--- config.mk ---
export PLATFORM = sky130hd
export DESIGN_NAME = multih_best_state_sel_flat
export DESIGN_NICKNAME = d
export VERILOG_FILES = /design/src/rtl/multih_best_state_sel_if.sv /design/src/rtl/multih_best_state_sel.sv /design/src/flat_wrapper.sv
export SDC_FILE = /design/constraint.sdc
export NUM_CORES = 1
export LEC_CHECK = 0
export ABC_AREA = 1
export CAP_MARGIN = 20
export CORE_AREA = 2 2 111 70
export CTS_BUF_LIST = sky130_fd_sc_hd__clkbuf_8
export CTS_CLUSTER_DIAMETER = 60
export DETAILED_ROUTE_END_ITERATION = 12
export DIE_AREA = 0 0 113 72
export PLACE_DENSITY = 0.51
export SLEW_MARGIN = 20
export SYNTH_ARGS = -nofsm -noshare
export SYNTH_HDL_FRONTEND = slang
export SYNTH_SLANG_ARGS = --single-unit
--- constraint.sdc ---
create_clock -name clk -period 3.6 [get_ports clk]
set_clock_uncertainty 0.2 [all_clocks]
set_input_delay 0.72 -clock clk [delete_from_list [all_inputs] [get_ports clk]]
set_output_delay 0.72 -clock clk [all_outputs]
set_load 0.05 [all_outputs]
--- src/rtl/multih_best_state_sel_if.sv ---
// Candidate-stream and frame-result bundle for the multi-h best-state selector.
// master drives candidates and reads results; slave is the selector itself.
interface multih_best_state_sel_if #(
    parameter int size = 8
);
    logic            candValid;
    logic            candFirst;
    logic            candLast;
    logic [5:0]      candIndex;
    logic [size-1:0] candVal;
    logic            bestValid;
    logic [5:0]      bestIndex;
    logic [size-1:0] bestVal;
    logic            frameErr;

    modport master (
        output candValid, candFirst, candLast, candIndex, candVal,
        input  bestValid, bestIndex, bestVal, frameErr
    );

    modport slave (
        input  candValid, candFirst, candLast, candIndex, candVal,
        output bestValid, bestIndex, bestVal, frameErr
    );
endinterface

--- src/rtl/multih_best_state_sel.sv ---
// Frame-level signed maximum tracker over the compare-tree winner stream.
// Optional frame-length check is built when MULTIH_FRAME_CHECK_EN is defined.
module multih_best_state_sel #(
    parameter int size     = 8,
    parameter int numCands = 16
) (
    input  logic                   clk,
    input  logic                   reset,
    multih_best_state_sel_if.slave bus
);
    typedef enum logic [0:0] {IDLE = 1'b0, ACCUM = 1'b1} state_t;

    state_t          state_q, state_d;
    logic [5:0]      run_idx_q, run_idx_d;
    logic [size-1:0] run_val_q, run_val_d;
    logic [5:0]      best_idx_q, best_idx_d;
    logic [size-1:0] best_val_q, best_val_d;
    logic            best_valid_q, best_valid_d;
    logic            frame_err_q, frame_err_d;
    logic            emit_s;
    logic            greater_s;
    logic [5:0]      final_idx_s;
    logic [size-1:0] final_val_s;

`ifdef MULTIH_FRAME_CHECK_EN
    logic [6:0] cnt_q, cnt_d;
`else
    localparam int unused_num_cands = numCands;
`endif

    assign greater_s = $signed(bus.candVal) > $signed(run_val_q);

    // Next-state, running max and result capture
    always_comb begin
        state_d      = state_q;
        run_idx_d    = run_idx_q;
        run_val_d    = run_val_q;
        best_idx_d   = best_idx_q;
        best_val_d   = best_val_q;
        best_valid_d = 1'b0;
        frame_err_d  = 1'b0;
        emit_s       = 1'b0;
        final_idx_s  = run_idx_q;
        final_val_s  = run_val_q;
`ifdef MULTIH_FRAME_CHECK_EN
        cnt_d        = cnt_q;
`endif
        case (state_q)
            IDLE: begin
                if (bus.candValid && bus.candFirst) begin
                    final_idx_s = bus.candIndex;
                    final_val_s = bus.candVal;
`ifdef MULTIH_FRAME_CHECK_EN
                    cnt_d = 7'd1;
`endif
                    emit_s  = bus.candLast;
                    state_d = bus.candLast ? IDLE : ACCUM;
                end else begin
                    state_d = IDLE;
                end
            end
            ACCUM: begin
                if (bus.candValid) begin
                    // A candFirst here is a restart: the open frame is dropped silently
                    if (bus.candFirst || greater_s) begin
                        final_idx_s = bus.candIndex;
                        final_val_s = bus.candVal;
                    end else begin
                        final_idx_s = run_idx_q;
                        final_val_s = run_val_q;
                    end
`ifdef MULTIH_FRAME_CHECK_EN
                    cnt_d = bus.candFirst ? 7'd1 : (cnt_q + 7'd1);
`endif
                    emit_s  = bus.candLast;
                    state_d = bus.candLast ? IDLE : ACCUM;
                end else begin
                    state_d = ACCUM;
                end
            end
            default: begin
                state_d = IDLE;
            end
        endcase

        run_idx_d = final_idx_s;
        run_val_d = final_val_s;

        if (emit_s) begin
            best_idx_d   = final_idx_s;
            best_val_d   = final_val_s;
            best_valid_d = 1'b1;
`ifdef MULTIH_FRAME_CHECK_EN
            frame_err_d  = (cnt_d != 7'(numCands));
`else
            frame_err_d  = 1'b0;
`endif
        end else begin
            best_valid_d = 1'b0;
            frame_err_d  = 1'b0;
        end
    end

    // State, running max and output registers
    always_ff @(posedge clk or posedge reset) begin
        if (reset) begin
            state_q      <= IDLE;
            run_idx_q    <= 6'd0;
            run_val_q    <= '0;
            best_idx_q   <= 6'd0;
            best_val_q   <= '0;
            best_valid_q <= 1'b0;
            frame_err_q  <= 1'b0;
        end else begin
            state_q      <= state_d;
            run_idx_q    <= run_idx_d;
            run_val_q    <= run_val_d;
            best_idx_q   <= best_idx_d;
            best_val_q   <= best_val_d;
            best_valid_q <= best_valid_d;
            frame_err_q  <= frame_err_d;
        end
    end

`ifdef MULTIH_FRAME_CHECK_EN
    // Accepted-candidate counter for the frame-length check
    always_ff @(posedge clk or posedge reset) begin
        if (reset) begin
            cnt_q <= 7'd0;
        end else begin
            cnt_q <= cnt_d;
        end
    end
`endif

    assign bus.bestValid = best_valid_q;
    assign bus.bestIndex = best_idx_q;
    assign bus.bestVal   = best_val_q;
    assign bus.frameErr  = frame_err_q;
endmodule

--- src/flat_wrapper.sv ---
// flat-port wrapper written by rule: the top's interface ports become plain ports
module multih_best_state_sel_flat 
#(
    parameter int size     = 8,
    parameter int numCands = 16
)
  (clk, reset, bus_candValid, bus_candFirst, bus_candLast, bus_candIndex, bus_candVal, bus_bestValid, bus_bestIndex, bus_bestVal, bus_frameErr);
  multih_best_state_sel_if #(.size(size)) bus_i ();
  input  logic clk;
  input  logic reset;
  input wire logic [$bits(bus_i.candValid)-1:0] bus_candValid;
  input wire logic [$bits(bus_i.candFirst)-1:0] bus_candFirst;
  input wire logic [$bits(bus_i.candLast)-1:0] bus_candLast;
  input wire logic [$bits(bus_i.candIndex)-1:0] bus_candIndex;
  input wire logic [$bits(bus_i.candVal)-1:0] bus_candVal;
  output wire logic [$bits(bus_i.bestValid)-1:0] bus_bestValid;
  output wire logic [$bits(bus_i.bestIndex)-1:0] bus_bestIndex;
  output wire logic [$bits(bus_i.bestVal)-1:0] bus_bestVal;
  output wire logic [$bits(bus_i.frameErr)-1:0] bus_frameErr;
  assign bus_i.candValid = bus_candValid;
  assign bus_i.candFirst = bus_candFirst;
  assign bus_i.candLast = bus_candLast;
  assign bus_i.candIndex = bus_candIndex;
  assign bus_i.candVal = bus_candVal;
  assign bus_bestValid = bus_i.bestValid;
  assign bus_bestIndex = bus_i.bestIndex;
  assign bus_bestVal = bus_i.bestVal;
  assign bus_frameErr = bus_i.frameErr;
  multih_best_state_sel #(.size(size), .numCands(numCands)) u_core (.clk(clk), .reset(reset), .bus(bus_i));
endmodule
== Word-level counts from Yosys, hierarchy flattened ==
Cells that the tools add are included.
W data, S select, Z words.
Word-level totals
  input bits: 19
  register bits after elaboration: 30
  output and inout bits: 16
Cells by class
  reduce and logical (&&, ||, !) cells: 2
  mux-type cells: 16
  bitwise logic cells: 1
  magnitude comparators: 1
Operator list (count)
  $mux W8: 3
  $mux W6: 3
  $pmux W8 S2: 1
  $pmux W6 S2: 1
  $gt A8 B8 Y1: 1
  $mux W1: 6
  $pmux W1 S2: 2
  $logic_and A1 B1 Y1: 1
  $logic_or A1 B1 Y1: 1
  $not A1 Y1: 1

== Depth between registers and ports, before layout ==
  depth in word-level cells: 5
  gate-level depth with buffers: 19
  mapped depth without buffers: 18

== Least setup slack after synthesis ==
OpenSTA, ideal clock, no wires.
  kind: input-to-reg
  start point: input bus_candVal[7]
  end point: register u_core.best_idx_q[4], in the netlist u_core.bus.bestIndex[4]
  setup slack: 1.234 ns
  path buffers: 1
  stages: 13
  arrival time: 2.048 ns
  data required time: 3.282 ns
  path through: ha_1 a21o_1 nor2_1 nand3_1 nand2_1 nand2_4 nand2_4 buf_6 nand2_1 nand2_1 nand2_2 nand2_1 nand2_1
Between the ends
  cells in the longest elaborated chain, start to end: 5
Ends and longest elaborated chain
  from (decl): RTL line flat_wrapper.sv:15  | input wire logic [$bits(bus_i.candVal)-1:0] bus_candVal;
  $gt A8 B8 Y1: RTL line multih_best_state_sel.sv:31  | assign greater_s = $signed(bus.candVal) > $signed(run_val_q);
  $logic_or A1 B1 Y1: RTL line multih_best_state_sel.sv:65  | if (bus.candFirst || greater_s) begin
  $mux W6: RTL line multih_best_state_sel.sv:65
  $mux W6: RTL line multih_best_state_sel.sv:63  | if (bus.candValid) begin
  $pmux W6 S2: RTL line multih_best_state_sel.sv:48  | case (state_q)
  named net u_core.final_idx_s[4]: RTL line multih_best_state_sel.sv:22  | logic [5:0] final_idx_s;
  to (signal assigned): RTL line multih_best_state_sel.sv:118  | best_idx_q <= best_idx_d;
  to (decl): RTL line multih_best_state_sel.sv:16  | logic [5:0] best_idx_q, best_idx_d;
The timed path passes the listed nets, and every way through them passes these cells.
A chain may end at the register's enable or synchronous reset.

== Worst setup path in the final report ==
  start point: input bus_candVal[7]
  end point: register u_core.best_val_q[4], in the netlist u_core.bus.bestVal[4]
Between the ends
  cells in the longest elaborated chain, start to end: 5
Ends and longest elaborated chain
  $gt A8 B8 Y1: RTL line multih_best_state_sel.sv:31
  $logic_or A1 B1 Y1: RTL line multih_best_state_sel.sv:65
  $mux W8: RTL line multih_best_state_sel.sv:65
  $mux W8: RTL line multih_best_state_sel.sv:63
  $pmux W8 S2: RTL line multih_best_state_sel.sv:48
  named net u_core.final_val_s[4]: RTL line multih_best_state_sel.sv:23  | logic [size-1:0] final_val_s;
  to (signal assigned): RTL line multih_best_state_sel.sv:119  | best_val_q <= best_val_d;
  to (decl): RTL line multih_best_state_sel.sv:17  | logic [size-1:0] best_val_q, best_val_d;
The timed path passes the listed nets, and every way through them passes these cells.

==> metrics.txt <==
top cell type's share of synthesized area=between 40% and 50%; CTS resizes=0; fin nets=between 300 and 400; outcome=finished, violations left; Leakage=0.00116 uW; clk sinks=30; clock edge transition at the registers on the reported setup and hold paths=0.07 ns; worst slew pin tran=about 0.73 ns; DIE AREA=slightly above 8000 sq um; Num CTS Buffers=5; Synth area leaders=dfrtp_1 43%, nand2_1 17%, inv_1 6.2%; max-slew violations=0; fin crit period=2.78 ns; Reg power frac=33.8%; largest net degree at the start of global routing=31; vias in the first global route=1480; failing checks=design-rule violations; cts hold-fix bufs=0; Hold Path Class=flop to flop; Avg WL per Cell=11.9 um; sw frac=43.1%; Worst Path Arrival=2.80 ns; area grow syn2layout=28.6%; Int Power=816 uW; row count=24; I/O pins=35; final non-filler cell total=367; Crit path required time=about 3.6 ns; Startpoint Class=primary input; logic gate share of total power=between 40 and 50%; WL final=approximately 4400 um; worst hold slack=around 0.28 ns; DRC viols=2; H-Tree Depth=2; Initial Util=roughly a quarter; Crit Path Class=primary input to flop; max-cap viol count=0; Setup Viol. Count Final=0; Ys Warns=0; core footprint=7090 sq um; die width=113 um; NetSw=roughly 620 uW; commonest non-fill, non-tap cell in the layout=nand2_1; Clk Latency, worst-skew pair=0.28 ns; post-synth cell types=19; sequential fraction of the synthesis area=43.0%; routability cong.=0.757; Worst Path Max Fanout=15; antenna cells=0; Worst IR Drop VDD=232 uV; initial antenna violation count=0; CTS tree=built; DR vias=1535; Inst Count DP=359; nature of the critical path endpoint=flop; net count after synthesis=269; GR Util All Layers=11.8%; CTS root buf=clkbuf_8; fmax=359 MHz; grt ovf=0; setup tns final=0 ns; unrepaired setup endpoints after global routing=no; Die H=72 um; initial DRC count=88; post-DP HPWL=3020 um; Max Buffers Root-to-Sink=2; DR vias/cell=4.18; average size of a mapped cell=7.21 sq um; antenna-violating nets left=0; Clock power frac=19.5%; Mapped Cells=about 240; input/output buffers=33; Yosys top cell by area=dfrtp_1; synthesized area=between 1500 and 2000 sq um; Final Hold Viols=0; Final Cycle Share=between 70% and 80%; P per Cell Area=between 600 and 700 nW/um^2; first-pass GRT wire length=7580 um; layout cell share with drive strength beyond 1=a little under a tenth; FF+latch count, synth=30; post-CTS setup buffer count=0; first drt pass iteration count=8; most frequent cells in the layout=81 x nand2_1, 33 x clkdlybuf4s50_1, 30 x inv_1, 30 x dfrtp_1, 24 x nor2_1; Max-Slew Margin vs Limit=51.4%
## power groups by stage
stage               clock network (uW)  registers, uW  logic [uW]
floorplan                            0            650         328
global placement                     0            490         672
detailed placement                   0            489         674
CTS                                294            485         677
global route                       312            498         739
finish                             280            485         669
## per-stage QoR
| stage | power, uW | utilization [%] | instance area, sq um | worst slack (ns) |
|---|---|---|---|---|
| 2_1_floorplan | 978 | - | 1740 | 1.23 |
| 3_3_place_gp | 1160 | 30.4 | 2150 | 0.566 |
| 3_5_place_dp | 1160 | 30.4 | 2150 | 0.515 |
| 4_1_cts | 1460 | 31.7 | 2240 | 0.811 |
| 5_1_grt | 1550 | 31.7 | 2240 | 0.622 |
| 6_report | 1430 | 31.7 | 2240 | 0.816 |
## sequential cells by signal, indices dropped and copies added, names as in the netlist
register / flops
u_core.bus.bestVal: 8
u_core.run_val_q: 8
u_core.bus.bestIndex: 6
u_core.run_idx_q: 6
u_core.bus.bestValid: 1
u_core.state_q: 1
## cell families after synthesis
| group | count (synthesis) | synth area share, % |
|---|---|---|
| other cells | 1 | 0.215 |
| fa+ha+maj | 8 | 5.74 |
| compound gates | 33 | 9.76 |
| flops | 30 | 43.0 |
| buf+inv | 40 | 9.83 |
| simple gates | 130 | 31.4 |
## worst max-delay path, stage by stage
cell,delay [ns]
clkdlybuf4s50_1,0.45
ha_1,0.37
a21o_1,0.19
nor2_1,0.13
nand2_1,0.07
nand2_1,0.06
nand2_1,0.08
nand2_4,0.18
nand2_4,0.15
nand2_1,0.09
nand3_1,0.07
nand2_1,0.11
nand2_1,0.05
nand2_1,0.05
## cell usage after synthesis
master,instances
ha_1,8
clkbuf_1,5
o21ai_0,15
inv_1,29
clkinv_1,1
nand2_1,81
buf_4,1
nand3_1,10
a21o_1,1
a21oi_1,16
buf_2,2
buf_6,2
nand2_4,2
conb_1,1
nor2_1,24
nand2_2,12
o21a_1,1
nor2_2,1
dfrtp_1,30
## per-layer routing
metal | part of all wire, % | global-route usage [%] | wire length, um | vias to the layer above
li1 | - | - | - | 805
met1 | 54 | 18.2 | 2380 | 688
met2 | 39 | 16.1 | 1690 | 42
met3 | 7.2 | 3.76 | 315 | 0
met4 | 0 | 2.03 | 0 | 0
met5 | 0 | 0 | 0 | -
## final timing paths
check | from | end | slack, ns | cells after the start
max in group asynchronous | reset | u_core.run_val_q[6] | 2.28 | 3
worst min-delay path | u_core.bus.bestIndex[0] | u_core.bus.bestIndex[0] | 0.28 | 2
worst max register to register | u_core.run_val_q[7] | u_core.bus.bestVal[4] | 1.37 | 14
min in group asynchronous | reset | u_core.bus.bestIndex[4] | 0.62 | 3
worst max-delay path | bus_candVal[7] | u_core.bus.bestVal[4] | 0.82 | 14
worst min register to register | u_core.bus.bestIndex[0] | u_core.bus.bestIndex[0] | 0.28 | 2
## area by class of cell
cell class / instances / area (sq um)
inverter: 30 / 113
multi-input combinational: 172 / 822
sequential: 30 / 751
clock inverter: 2 / 8.76
fill: 767 / 4840
clock buffer: 6 / 82.6
tap: 91 / 114
timing repair buffer: 36 / 353
(Power assumes the default switching activity.)
